### config.mk
export PLATFORM = sky130hd
export DESIGN_NAME = cpu_oci_trace_capture_fifo
export DESIGN_NICKNAME = d
export VERILOG_FILES = /design/src/rtl/cpu_oci_trace_capture_fifo.sv
export SDC_FILE = /design/constraint.sdc
export NUM_CORES = 1
export LEC_CHECK = 0
export CORE_MARGIN = 4
export CORE_UTILIZATION = 55
export DETAILED_ROUTE_END_ITERATION = 10
export PLACE_DENSITY = 0.79
export RECOVER_POWER = 25
export SLEW_MARGIN = 30
export SYNTH_ARGS = -nofsm -noshare
export SYNTH_HDL_FRONTEND = slang
export SYNTH_SLANG_ARGS = --single-unit
### constraint.sdc
create_clock -name clk -period 11.7 [get_ports clk]
set_input_delay 2.34 -clock clk [delete_from_list [all_inputs] [get_ports clk]]
set_output_delay 2.34 -clock clk [all_outputs]
set_load 0.05 [all_outputs]
### src/rtl/cpu_oci_trace_capture_fifo.sv
// Per-core OCI trace capture FIFO: snapshots DCT slot buffer + count on each
// strobe, queues them FWFT, drains over valid/ready, and sequences end-of-test.
//
// Ports:
//   clk, reset            rising-edge clock, synchronous active-high reset
//   dct_buffer/count/valid capture input (slot 0 in the low SLOT_W bits)
//   test_ending           end-of-test request (level or pulse)
//   test_has_ended        testbench finished (level)
//   out_valid/buffer/count head entry; out_ready pops it
//   ovf_count             saturating count of captures dropped while full
//   count_err             sticky, a capture carried dct_count > SLOTS
//   late_drop             sticky, a capture arrived after RUN
//   done                  flush complete
module cpu_oci_trace_capture_fifo #(
   parameter int SLOT_W = 2,
   parameter int SLOTS  = 15,
   parameter int CNT_W  = 4,
   parameter int DEPTH  = 8,
   parameter int OVF_W  = 8
) (
   input  logic                      clk,
   input  logic                      reset,
   input  logic [SLOT_W*SLOTS-1:0]   dct_buffer,
   input  logic [CNT_W-1:0]          dct_count,
   input  logic                      dct_valid,
   input  logic                      test_ending,
   input  logic                      test_has_ended,
   output logic                      out_valid,
   output logic [SLOT_W*SLOTS-1:0]   out_buffer,
   output logic [CNT_W-1:0]          out_count,
   input  logic                      out_ready,
   output logic [OVF_W-1:0]          ovf_count,
   output logic                      count_err,
   output logic                      late_drop,
   output logic                      done
);

   localparam int BUF_W = SLOT_W * SLOTS;
   localparam int AW    = $clog2(DEPTH);

   localparam logic [CNT_W-1:0] SLOTS_C = CNT_W'(SLOTS);
   localparam logic [AW:0]      DEPTH_C = (AW + 1)'(DEPTH);

   typedef enum logic [1:0] {
      RUN,
      FLUSH,
      FIN
   } state_t;

   logic [BUF_W-1:0] mem_buf [DEPTH];
   logic [CNT_W-1:0] mem_cnt [DEPTH];

   logic [AW-1:0]    rd_ptr;
   logic [AW-1:0]    wr_ptr;
   logic [AW:0]      occ;
   logic [AW:0]      occ_next;
   state_t           state;
   state_t           state_next;

   logic [OVF_W-1:0] ovf_q;
   logic             count_err_q;
   logic             late_q;

   logic             cap;
   logic             in_run;
   logic             full;
   logic             pop;
   logic             push;
   logic             drop_ovf;
   logic             over;
   logic [CNT_W-1:0] cnt_c;
   logic [BUF_W-1:0] buf_m;

   // Clamp the count and zero every slot at or above the stored count.
   always_comb begin
      over  = dct_count > SLOTS_C;
      cnt_c = over ? SLOTS_C : dct_count;
      buf_m = '0;
      for (int i = 0; i < SLOTS; i++) begin
         if (i < int'(cnt_c)) begin
            buf_m[i*SLOT_W +: SLOT_W] = dct_buffer[i*SLOT_W +: SLOT_W];
         end
      end
   end

   assign cap    = dct_valid && (dct_count != '0);
   assign in_run = (state == RUN);
   assign full   = (occ == DEPTH_C);

   // Empty or finished FIFO never presents data, so out_ready is
   // ignored there and the head outputs read as zero.
   assign out_valid  = (occ != '0) && (state != FIN);
   assign out_buffer = out_valid ? mem_buf[rd_ptr] : '0;
   assign out_count  = out_valid ? mem_cnt[rd_ptr] : '0;

   assign pop      = out_valid && out_ready;
   // A full FIFO still accepts when the head leaves in the same cycle.
   assign push     = in_run && cap && (!full || pop);
   assign drop_ovf = in_run && cap && full && !pop;

   always_comb begin
      occ_next = occ;
      unique case ({push, pop})
         2'b10:   occ_next = occ + 1'b1;
         2'b01:   occ_next = occ - 1'b1;
         default: occ_next = occ;
      endcase
   end

   always_comb begin
      state_next = state;
      unique case (state)
         RUN: begin
            if (test_ending || test_has_ended) begin
               state_next = FLUSH;
            end
         end
         FLUSH: begin
            if ((occ_next == '0) && test_has_ended) begin
               state_next = FIN;
            end
         end
         FIN:     state_next = FIN;
         default: state_next = RUN;
      endcase
   end

   always_ff @(posedge clk) begin
      if (push) begin
         mem_buf[wr_ptr] <= buf_m;
         mem_cnt[wr_ptr] <= cnt_c;
      end
   end

   always_ff @(posedge clk) begin
      if (reset) begin
         rd_ptr      <= '0;
         wr_ptr      <= '0;
         occ         <= '0;
         state       <= RUN;
         ovf_q       <= '0;
         count_err_q <= 1'b0;
         late_q      <= 1'b0;
      end else begin
         state <= state_next;
         occ   <= occ_next;
         if (push) begin
            wr_ptr <= wr_ptr + 1'b1;
         end
         if (pop) begin
            rd_ptr <= rd_ptr + 1'b1;
         end
         if (drop_ovf && (ovf_q != '1)) begin
            ovf_q <= ovf_q + 1'b1;
         end
         if (in_run && cap && over) begin
            count_err_q <= 1'b1;
         end
         if (!in_run && cap) begin
            late_q <= 1'b1;
         end
      end
   end

   assign ovf_count = ovf_q;
   assign count_err = count_err_q;
   assign late_drop = late_q;
   assign done      = (state == FIN);

endmodule
==> results.env <==
STARTPOINT_TYPE='register'
TIGHTEST_SLEW_NS=0.943
CRITICALPATHCATEGORY='register to output pin'
PLACE.DETAILED.HPWL_UM=14500
FINALWIRELENGTH_UM=23900
SYNTHESIS.INSTANCES=625
POST_LAYOUT_NONFILLER_INSTANCES=1019
DRT-VIAS-PER-INSTANCE=5.98
FLOORPLAN.IO_PINS=86
DOMINANT_CELLS_BY_AREA_AFTER_SYNTHESIS='edfxtp_1, mux4_2, dfxtp_1, mux2i_1, nor2_1'
CTS_TREE='yes'
CRITICAL-PATH-SLOWEST-CELL='clkdlybuf4s50_1'
ASYNC_RESET_FF_SHARE_PCT=0
POSTSYNTHNETCOUNT=674
GRT_MAX_DEGREE=69
FIRST_GLOBAL_VIAS=6489
POST-ROUTE-DRC-COUNT=0
SETUP_TOTAL_NEGATIVE_SLACK_NS=0
CTS_INSERTED_BUFFERS=29
GP_CONGESTION=0.778
ROW_COUNT=53
CRITICAL_PATH.CELL_CHAIN='buf_6 -> mux4_2 -> mux2i_1 -> nor2_1 -> clkdlybuf4s50_1'
ENDPOINT_KIND='output pin'
POST-SYNTH-TOP-AREA-CELL='edfxtp_1'
DIODES=0
SWSHARE_PCT=33.6
FILL_CELLS=1373
GRT_ANTENNA_BEFORE_REPAIR=0
SYNTH.AREA.MUX_SHARE_PCT=16.3
FINAL_MIN_PERIOD_OVER_CLOCK_PERIOD_PCT=49.9
RSZ0062_AT_GRT='no'
CP_DATA_ARRIVAL_TIME_NS=3.49
LEAKAGEPOWER_nW=4.52
GRT_FIRST_PASS_WIRELENGTH_UM=37300
FIN_SKEW_NS=0.0149
HTREE_NUM_LEVELS=1
CLOCK-SINKS=296
WORST_SLEW_MARGIN_REL_PCT=36.9
SEQCELLAREA_SQ_UM=8650
SETUP-VIOLATIONS-FINAL=0
CP_REQUIRED_NS=9.36
CAP_VIOLATIONS=0
CRITICAL_PATH.MAX_STAGE_DELAY_NS=0.74
SYNTH-EDFF-COUNT=272
SYNTH.MOST_COMMON_CELL='edfxtp_1'
ANT_NETS=0
BUFFER_PORTS.INSERTED=84
VIAS=6090
GLOBAL_ROUTE.OVERFLOW_TOTAL=0
AVGSYNTHCELLAREA_SQ_UM=19.0
SYNTH-SEQ-CELLS=296
CP_NUM_BUF_INV=2
INITIAL_UTILIZATION_PCT=56.2
SYN-CELL-AREA_SQ_UM=11900
SYNTH_COMPOUND_AREA_SHARE_PCT=1.56
FP.DIEH_UM=155
SYNTH_ADDER_AREA_SHARE_PCT=0.948
POSTCTSRESIZEDCELLS=0
DRTITER0DRC=473
POST-SYNTH-TOP-AREA-FRACTION_PCT=68.7
CTS.CLK_SLEW.WORST_PATHS_NS=0.06
FINALMAXSLEWVIOLATIONS=0
RESULT_OF_THE_RUN='complete, no violations'
POSTCTSHOLDBUFS=0
CELLPOWERDENSITY_nW_PER_UM2=227
SYN2LAYOUT_AREA_GROWTH_PCT=18.8
HOLD_CLASS='register to register'
FLOORPLAN_DIE_AREA_SQ_UM=24000
FMAXACHIEVABLE_MHz=171
SYNTH_SEQUENTIAL_AREA_RATIO_PCT=72.8
POWER.NET_SWITCHING_mW=1.08
SYNTHTOPCELLSBYCOUNT='edfxtp_1, mux4_2, nor2_1'
PLACED_CELLS=968
DRT-WIRELENGTH-PER-CELL_UM=23.5
SEQUENTIALPOWERSHARE_PCT=40.2
PATH_MAX_FANOUT=46
DESIGN_POWER_TOTAL_mW=3.20
SYNTH-SIMPLE-AREA-SHARE_PCT=6.07
SYNTH-WARNING-COUNT=0
VDD.IR_DROP.WORST_uV=134
COREAREA_SQ_UM=21200
DESIGN.FINAL.NETS=774
REPORT.FINAL.HOLD_VIOL_COUNT=0
YS.FLOP_TYPE='edfxtp_1'
COMBINATIONALPOWERSHARE_PCT=32.2
MULTI_INPUT_AREA_SQ_UM=3110
SYNTH-XOR-AREA-SHARE_PCT=0.811
PROPORTION_OF_LAYOUT_CELLS_WITH_A_DRIVE_SUFFIX_ABOVE_1_PCT=19.5
P_CLK_SHARE_PCT=27.6
COMBINATIONAL_FAMILY_WITH_THE_MOST_AREA_AFTER_SYNTHESIS='multiplexers'
CTS.ROOT.BUFFER_CELL='clkbuf_16'
GR-USAGE-ALL-LAYERS_PCT=20.2
WORST_PATH_DOMINANT_CELL_FAMILY='buffers and inverters'
CLOCK_INSERTION_DELAY_WORST_SKEW_NS=0.54
INTERNAL_POWER_mW=2.13
DR.PASS1.ITERS=5
POST-CTS-SETUP-BUFFER-COUNT=0
NETLIST-CELL-TYPE-COUNT=49
CLOCK_TREE.BUFFER_DEPTH=3
POST-ROUTE-MIN-PERIOD_NS=5.83
DIEWIDTH_UM=155
==> layout by cell type (no fill, tap or decap), drive strengths merged, types with 2 or more instances in the layout <==
cell,count
inv,10
a21boi,2
nor4,3
edfxtp,272
and2,7
clkinv,11
nor2b,11
and3,12
nor4b,2
nand2b,6
nor2,58
xnor2,4
dfxtp,24
mux4,68
nand4,3
clkbuf,35
nand3,8
a31o,2
ha,9
o211a,2
nor3,9
o311a,2
or2,2
a21oi,9
buf,17
bufinv,3
nand2,8
clkdlybuf4s50,79
xor2,7
a21o,2
dlygate4sd3,5
mux2i,40
nor3b,2
==> worst min-delay path, stage by stage (launching register included) <==
cell,delay [ns]
dfxtp_1,0.32
nand2b_1,0.06
mux2i_1,0.06
==> registers in the layout, indices dropped and copies added, names as in the netlist, named ones only <==
signal and count:
mem_buf 240, mem_cnt 32, ovf_count 8, occ 4
rd_ptr 3, wr_ptr 3, state 2, late_drop 1
==> power groups by stage <==
stage	Combinational, mW	Sequential, mW	Clock [mW]
after floorplan	0.730	1.29	0
after global placement	1.02	1.30	0
after detailed placement	1.04	1.31	0
after CTS	1.04	1.29	0.894
after global routing	1.10	1.30	0.944
final	1.03	1.29	0.885
==> through the flow <==
| step | setup slack, ns | instance area, sq um | hold WS (ns) | utilization (%) |
|---|---|---|---|---|
| 2_1_floorplan | 5.09 | 11900 | 0.454 | - |
| 3_3_place_gp | 5.66 | 13100 | 0.460 | 61.7 |
| 3_5_place_dp | 5.42 | 13200 | 0.470 | 62.4 |
| 4_1_cts | 5.56 | 14100 | 0.495 | 66.6 |
| 5_1_grt | 5.55 | 14100 | 0.520 | 66.7 |
| 6_report | 5.87 | 14100 | 0.491 | 66.7 |
==> cell families (layout without fill, tap and decap cells) <==
family / Yosys count / count (layout)
buf+inv: 41 / 160
flops: 296 / 296
compound gates: 25 / 25
simple gates: 134 / 134
mux: 108 / 108
xor+xnor: 11 / 11
other cells: 1 / 1
fa+ha+maj: 9 / 9
==> metal layers <==
metal / track usage, % / wire, um
met4: 5.59 / 437
met2: 33.6 / 12100
met1: 28.0 / 9530
met3: 3.53 / 1820
met5: 0 / 0
==> path summary, 6_finish.rpt <==
path         slack [ns]  startpoint        endpoint  cells after the start
min                0.49    state[1]        state[1]                      2
max reg2reg        8.08      occ[1]        state[1]                     13
max                5.87    register  out_buffer[14]                      5
min reg2reg        0.49    state[1]        state[1]                      2
==> layout make-up <==
class	count	share of cell area, %
Clock buffer	35	5.30
Inverter	9	0.239
Sequential cell	296	61.3
Tap cell	275	2.44
Timing Repair Buffer	101	7.68
Clock inverter	15	1.05
Multi-Input combinational cell	288	22.0
Note: power is estimated with default switching activity, not from simulation.
